## config.mk

```make
export PLATFORM = sky130hd
export DESIGN_NAME = uart_rx_frame_assembler
export DESIGN_NICKNAME = d
export VERILOG_FILES = /design/src/rtl/uart_rx_frame_assembler.sv
export SDC_FILE = /design/constraint.sdc
export NUM_CORES = 1
export LEC_CHECK = 0
export ABC_AREA = 0
export BUFFER_PORTS_ARGS = -buffer_cell sky130_fd_sc_hd__buf_2
export CAP_MARGIN = 15
export CORE_ASPECT_RATIO = 0.6
export CORE_MARGIN = 2
export CORE_UTILIZATION = 53
export DETAILED_ROUTE_END_ITERATION = 10
export PLACE_DENSITY = 0.8
export SYNTH_ARGS = -nofsm -noshare
export SYNTH_HDL_FRONTEND = slang
export SYNTH_SLANG_ARGS = --single-unit
```

## constraint.sdc

```tcl
create_clock -name CLK_I -period 2.8 [get_ports CLK_I]
set_clock_uncertainty 0.05 [all_clocks]
set_input_delay 0.28 -clock CLK_I [delete_from_list [all_inputs] [get_ports CLK_I]]
set_output_delay 0.28 -clock CLK_I [all_outputs]
set_load 0.05 [all_outputs]
```

## src/rtl/uart_rx_frame_assembler.sv

```systemverilog
// uart_rx_frame_assembler
// Collects UART receiver byte strobes into header/cmd/addr/[data] frames and
// presents each complete frame on a valid/ready interface. Stray bytes before
// a header are dropped, stalled frames are aborted by an idle timeout, and
// bytes arriving while a frame waits for the consumer raise an overrun pulse.
module uart_rx_frame_assembler #(
  parameter logic [7:0]  HEADER         = 8'h01,
  parameter int unsigned TIMEOUT_CYCLES = 43200
) (
  input  logic        CLK_I,
  input  logic        RST_I,
  input  logic        RX_DONE_I,
  input  logic [7:0]  RX_DATA_I,
  output logic [7:0]  CMD_O,
  output logic [7:0]  ADDR_O,
  output logic [31:0] DATA_O,
  output logic        VALID_O,
  input  logic        READY_I,
  output logic        ERR_TIMEOUT_O,
  output logic        ERR_OVERRUN_O
);

  localparam int unsigned CW = $clog2(TIMEOUT_CYCLES + 1);
  localparam logic [CW-1:0] CNT_LAST = CW'(TIMEOUT_CYCLES - 1);
  localparam logic [CW-1:0] CNT_ONE  = CW'(1);

  typedef enum logic [2:0] {
    st_idle,
    st_cmd,
    st_addr,
    st_data,
    st_out
  } state_t;

  state_t         state_q, state_d;
  logic [7:0]     cmd_q, cmd_d;
  logic [7:0]     addr_q, addr_d;
  logic [31:0]    data_q, data_d;
  logic [1:0]     idx_q, idx_d;
  logic [CW-1:0]  cnt_q, cnt_d;
  logic           valid_q, valid_d;
  logic           tmo_q, tmo_d;
  logic           ovr_q, ovr_d;

  // Next-state, field capture, idle timeout and error pulse generation
  always_comb begin
    state_d = state_q;
    cmd_d   = cmd_q;
    addr_d  = addr_q;
    data_d  = data_q;
    idx_d   = idx_q;
    cnt_d   = cnt_q;
    tmo_d   = 1'b0;
    ovr_d   = 1'b0;

    case (state_q)
      st_idle: begin
        cnt_d = '0;
        if (RX_DONE_I && (RX_DATA_I == HEADER)) begin
          state_d = st_cmd;
        end
      end

      st_cmd, st_addr, st_data: begin
        if (RX_DONE_I) begin
          // An arriving byte always beats a simultaneous timeout expiry
          cnt_d = '0;
          case (state_q)
            st_cmd: begin
              cmd_d   = RX_DATA_I;
              state_d = st_addr;
            end
            st_addr: begin
              addr_d = RX_DATA_I;
              if (cmd_q[7]) begin
                idx_d   = 2'd0;
                state_d = st_data;
              end else begin
                data_d  = '0;
                state_d = st_out;
              end
            end
            default: begin
              data_d[{idx_q, 3'b000} +: 8] = RX_DATA_I;
              idx_d = idx_q + 2'd1;
              if (idx_q == 2'd3) begin
                state_d = st_out;
              end
            end
          endcase
        end else if (cnt_q == CNT_LAST) begin
          cnt_d   = '0;
          tmo_d   = 1'b1;
          state_d = st_idle;
        end else begin
          cnt_d = cnt_q + CNT_ONE;
        end
      end

      st_out: begin
        cnt_d = '0;
        if (RX_DONE_I) begin
          ovr_d = 1'b1;
        end
        if (READY_I) begin
          state_d = st_idle;
        end
      end

      default: begin
        cnt_d   = '0;
        state_d = st_idle;
      end
    endcase

    valid_d = (state_d == st_out);
  end

  // State and registered outputs, synchronous reset
  always_ff @(posedge CLK_I) begin
    if (RST_I) begin
      state_q <= st_idle;
      cmd_q   <= '0;
      addr_q  <= '0;
      data_q  <= '0;
      idx_q   <= '0;
      cnt_q   <= '0;
      valid_q <= 1'b0;
      tmo_q   <= 1'b0;
      ovr_q   <= 1'b0;
    end else begin
      state_q <= state_d;
      cmd_q   <= cmd_d;
      addr_q  <= addr_d;
      data_q  <= data_d;
      idx_q   <= idx_d;
      cnt_q   <= cnt_d;
      valid_q <= valid_d;
      tmo_q   <= tmo_d;
      ovr_q   <= ovr_d;
    end
  end

  assign CMD_O         = cmd_q;
  assign ADDR_O        = addr_q;
  assign DATA_O        = data_q;
  assign VALID_O       = valid_q;
  assign ERR_TIMEOUT_O = tmo_q;
  assign ERR_OVERRUN_O = ovr_q;

endmodule

```

==> impl_results.html <==
<table>
<tr><th>Metric</th><th>Value</th></tr>
<tr><th colspan="2">STA</th></tr>
<tr><td>Worst slew margin relative to its limit</td><td>0.561</td></tr>
<tr><td>Aggregate negative setup slack</td><td>0 ns</td></tr>
<tr><td>Setup violation total in the final timing report</td><td>0</td></tr>
<tr><td>Setup repair after global routing missed its margin</td><td>false</td></tr>
<tr><td>Worst Tran Pin Value</td><td>approximately 0.66 ns</td></tr>
<tr><td>Min cycle time layout</td><td>around 2.3 ns</td></tr>
<tr><td>Final hold vios</td><td>0</td></tr>
<tr><td>Final Cycle Share</td><td>0.810</td></tr>
<tr><td>Maximum clock frequency</td><td>441 MHz</td></tr>
<tr><td>Slew Limit Fails</td><td>0</td></tr>
<tr><th colspan="2">Synth</th></tr>
<tr><td>Area share of the largest cell type after synthesis</td><td>0.513</td></tr>
<tr><td>Net count of the mapped netlist</td><td>between 300 and 400</td></tr>
<tr><td>Proportion of synthesized flip-flops having asynchronous set or reset</td><td>0</td></tr>
<tr><td>Top_reg_cell synth</td><td>dfxtp_1</td></tr>
<tr><td>Commonest cells post-synth</td><td>dfxtp_1 (72), nor2_1 (35), a22o_1 (32), nand2_1 (29), a21oi_1 (17)</td></tr>
<tr><td>Synth unique cells</td><td>42</td></tr>
<tr><td>Synthesized instance count</td><td>between 200 and 300</td></tr>
<tr><td>Synthesis-stage register bit count</td><td>72</td></tr>
<tr><td>Area contributors post-synth</td><td>dfxtp_1 (51%), a22o_1 (10%), nor2_1 (4.7%)</td></tr>
<tr><td>Number of warnings reported in the yosys synthesis log</td><td>0</td></tr>
<tr><td>Synthesized area divided by synthesized cell count</td><td>~9.9 sq um</td></tr>
<tr><td>Post-synth top area cell</td><td>dfxtp_1</td></tr>
<tr><td>EDFF count, synth</td><td>0</td></tr>
<tr><td>Count leader, synth</td><td>dfxtp_1</td></tr>
<tr><td>Post-synthesis sequential area ratio</td><td>0.513</td></tr>
<tr><td>Cell Area, Synth</td><td>about 0.0028 sq mm</td></tr>
<tr><th colspan="2">Route</th></tr>
<tr><td>DRT iter0 DRCs</td><td>~210</td></tr>
<tr><td>Routed via count</td><td>~2,400</td></tr>
<tr><td>Number of routed nets with antenna violations</td><td>0</td></tr>
<tr><td>Detailed-route wire length</td><td>6.62 mm</td></tr>
<tr><td>Via density</td><td>approximately 5.7</td></tr>
<tr><td>Detail-routed net length per standard cell</td><td>about 16 um</td></tr>
<tr><td>DRC errors left</td><td>0</td></tr>
<tr><td>DRT Pass-1 Iters</td><td>4</td></tr>
<tr><th colspan="2">Setup path</th></tr>
<tr><td>Kind of end point of the critical path</td><td>flip-flop</td></tr>
<tr><td>Crit path kind</td><td>reg2reg</td></tr>
<tr><td>Cells along the critical path</td><td>inv_1, ha_1, nor2_1, nand3_1, nor4b_2, a22o_1</td></tr>
<tr><td>End of the worst register-to-register path</td><td>DATA_O[2]$_SDFFE_PP0P_</td></tr>
<tr><td>Worst-path maximum fanout</td><td>8</td></tr>
<tr><td>Family of cells with the greatest summed delay on the critical path</td><td>simple AND/OR/NAND/NOR gates</td></tr>
<tr><td>Highest cell delay on the worst timing path</td><td>just over 0.6 ns</td></tr>
<tr><td>Depth of the worst register-to-register path</td><td>6</td></tr>
<tr><td>Slack of the worst reg-to-reg path</td><td>between 0.5 and 0.6 ns</td></tr>
<tr><td>Worst setup SP type</td><td>flip-flop</td></tr>
<tr><td>Startpoint of the worst-slack reg-to-reg timing path</td><td>idx_q[0]$_SDFFE_PP0P_</td></tr>
<tr><td>CP max stage cell</td><td>nor4b_2</td></tr>
<tr><td>Buf/Inv on CP</td><td>1</td></tr>
<tr><td>Critical Path RT</td><td>slightly above 3 ns</td></tr>
<tr><td>Worst EP arrival</td><td>2.50 ns</td></tr>
<tr><th colspan="2">Global routing</th></tr>
<tr><td>Total grt overflow</td><td>0</td></tr>
<tr><td>Number of antenna violations at the first check in global routing</td><td>0</td></tr>
<tr><td>Number of global-route vias before repair</td><td>approximately 2,100</td></tr>
<tr><td>GRT Util Overall</td><td>0.230</td></tr>
<tr><td>Pin count of the biggest net entering global routing</td><td>33</td></tr>
<tr><td>First-pass GRT wire length</td><td>approximately 10 mm</td></tr>
<tr><th colspan="2">Clocking</th></tr>
<tr><td>Number of buffers added to fix hold violations after cts</td><td>0</td></tr>
<tr><td>Clk slew on worst S/H paths</td><td>~0.070 ns</td></tr>
<tr><td>Post CTS Setup Buffer Count</td><td>0</td></tr>
<tr><td>Latest clock arrival within the worst-skew pair</td><td>0.34 ns</td></tr>
<tr><td>Post-cts repair resize count</td><td>0</td></tr>
<tr><td>Sink count of the clock tree</td><td>72</td></tr>
<tr><td>Cts bufs inserted</td><td>9</td></tr>
<tr><td>Number of levels the H-tree was split into</td><td>3</td></tr>
<tr><td>Cell at the root of the clock tree</td><td>clkbuf_8</td></tr>
<tr><td>Clock tree buffer depth</td><td>2</td></tr>
<tr><td>CTS tree</td><td>yes</td></tr>
<tr><th colspan="2">Min path</th></tr>
<tr><td>Hold Crit Depth</td><td>3</td></tr>
<tr><td>Startpoint of the tightest hold check path</td><td>READY_I</td></tr>
<tr><td>Endpoint of the worst hold path</td><td>VALID_O$_SDFF_PP0_</td></tr>
<tr><td>Class of the tightest hold or removal check</td><td>in2reg</td></tr>
<tr><th colspan="2">Pwr</th></tr>
<tr><td>Share of power burned in registers</td><td>0.546</td></tr>
<tr><td>Power dissipated by switching net loads</td><td>about 430 uW</td></tr>
<tr><td>Clock Power Share</td><td>0.429</td></tr>
<tr><td>Part of the total power dissipated in combinational logic</td><td>0.024</td></tr>
<tr><td>Total power density per cell area</td><td>roughly 560 mW/mm^2</td></tr>
<tr><td>Static power due to leakage</td><td>about 1.4 nW</td></tr>
<tr><td>Internal power of the cells</td><td>between 1 and 1.5 mW</td></tr>
<tr><td>Switching power share of the total</td><td>0.228</td></tr>
<tr><td>Worst vdd rail ir drop</td><td>approximately 0.35 mV</td></tr>
<tr><td>Total power consumption of the routed design</td><td>1.87 mW</td></tr>
<tr><th colspan="2">Floorplanning</th></tr>
<tr><td>Die outline area</td><td>~0.0059 sq mm</td></tr>
<tr><td>Vert. Die Dim</td><td>about 60 um</td></tr>
<tr><td>Initial Utilization</td><td>0.553</td></tr>
<tr><td>Row count</td><td>20</td></tr>
<tr><td>Core Area</td><td>between 0.005 and 0.006 sq mm</td></tr>
<tr><td>Boundary Pins</td><td>63</td></tr>
<tr><td>Floorplan die width</td><td>98.0 um</td></tr>
<tr><th colspan="2">Job</th></tr>
<tr><td>Max-capacitance violation count</td><td>0</td></tr>
<tr><th colspan="2">Cells and area</th></tr>
<tr><td>Area added between synthesis and finish</td><td>19.5%</td></tr>
<tr><td>Final Instance Count excl. Fillers</td><td>419</td></tr>
<tr><td>Final standard cell utilization of the core</td><td>0.661</td></tr>
<tr><td>Ratio of cells with drive above 1 in the final layout</td><td>0.241</td></tr>
<tr><td>Nets@finish</td><td>roughly 370</td></tr>
<tr><td>Number of inserted diodes</td><td>0</td></tr>
<tr><th colspan="2">Placement</th></tr>
<tr><td>Global placer's final weighted congestion</td><td>0.865</td></tr>
<tr><td>Post-DP HPWL</td><td>4.66 mm</td></tr>
<tr><td>Number of placed instances with taps included</td><td>403</td></tr>
<tr><td>Number of buffers added on ports</td><td>between 60 and 70</td></tr>
<tr><th colspan="2">Run status</th></tr>
<tr><td>Result of the run</td><td>complete, no violations</td></tr>
</table>
-- cells by family after synthesis --
group | share of synthesized area
and+or+nand+nor | 0.215
muxes | 0.0285
xor gates and xnor gates | 0.0374
adders and majority gates | 0.0312
buffers and inverters | 0.0245
DFF | 0.513
AOI/OAI and AO/OA | 0.151
-- worst max path at each step --
| stage | start | slack (ns) | cells past startpoint | end |
|---|---|---|---|---|
| floorplan | idx_q[0]$_SDFFE_PP0P_ | 0.85 | 6 | DATA_O[0]$_SDFFE_PP0P_ |
| global route | idx_q[0]$_SDFFE_PP0P_ | 0.34 | 6 | DATA_O[2]$_SDFFE_PP0P_ |
| global placement | idx_q[0]$_SDFFE_PP0P_ | 0.64 | 6 | DATA_O[2]$_SDFFE_PP0P_ |
| CTS | idx_q[0]$_SDFFE_PP0P_ | 0.54 | 6 | DATA_O[7]$_SDFFE_PP0P_ |
| detailed placement | idx_q[0]$_SDFFE_PP0P_ | 0.57 | 6 | DATA_O[2]$_SDFFE_PP0P_ |
| finish | idx_q[0]$_SDFFE_PP0P_ | 0.53 | 6 | DATA_O[2]$_SDFFE_PP0P_ |
-- worst reg2reg max path, delay by kind of cell, from the launching register on --
family	cells	cell delay, ns
AO/OA/AOI/OAI	1	0.23
adder cells (fa/ha/maj)	1	0.39
buffers and inverters	1	0.18
flip-flops	1	0.53
AND/OR/NAND/NOR	3	0.83
-- cells in the final DEF, fill, tap and decap left out, types with 5 or more instances in the layout --
master	count
mux2i_1	8
clkbuf_8	9
inv_1	7
dfxtp_1	72
buf_2	62
nand2_1	29
a21oi_1	17
nor2_1	35
nor4_1	5
ha_1	7
xnor2_1	10
nand3_1	5
nor3_1	8
a22o_1	32
-- area by class of cell --
cell class	count	area, sq um
clock buffer	10	128
clock inverter	6	68.8
fill	418	1720
inverter	7	26.3
multi-input combinational	196	1300
sequential	72	1440
tap	66	82.6
timing repair buffer	62	310
-- power by group through the flow --
stage / Sequential (mW) / Clock [mW] / Combinational, mW
final: 1.02 / 0.804 / 0.0456
after global routing: 1.02 / 0.856 / 0.0481
after CTS: 1.02 / 0.818 / 0.0438
after detailed placement: 1.05 / 0 / 0.0437
after global placement: 1.05 / 0 / 0.0432
after floorplan: 1.05 / 0 / 0.0168
-- layer usage --
| layer | track usage | wire, um | up-vias |
|---|---|---|---|
| li1 | - | - | 1154 |
| met1 | 0.332 | 3180 | 1147 |
| met2 | 0.318 | 2740 | 89 |
| met3 | 0.0853 | 627 | 8 |
| met4 | 0.0794 | 72 | 0 |
| met5 | 0 | 0 | - |
-- sequential cells by signal, indices dropped and copies added, names as in the netlist --
register,count
ADDR_O,8
CMD_O,8
DATA_O,32
ERR_OVERRUN_O,1
ERR_TIMEOUT_O,1
VALID_O,1
cnt_q,16
idx_q,2
state_q,3
-- stage by stage --
step / hold slack (ns) / instance area [sq um] / setup WS, ns
finish: 0.195 / 3360 / 0.532
global route: 0.205 / 3360 / 0.342
CTS: 0.187 / 3360 / 0.542
detailed placement: 0.397 / 3160 / 0.575
global placement: 0.390 / 3160 / 0.645
floorplan: 0.356 / 2810 / 0.849
Power figures use the tool's default switching activity.
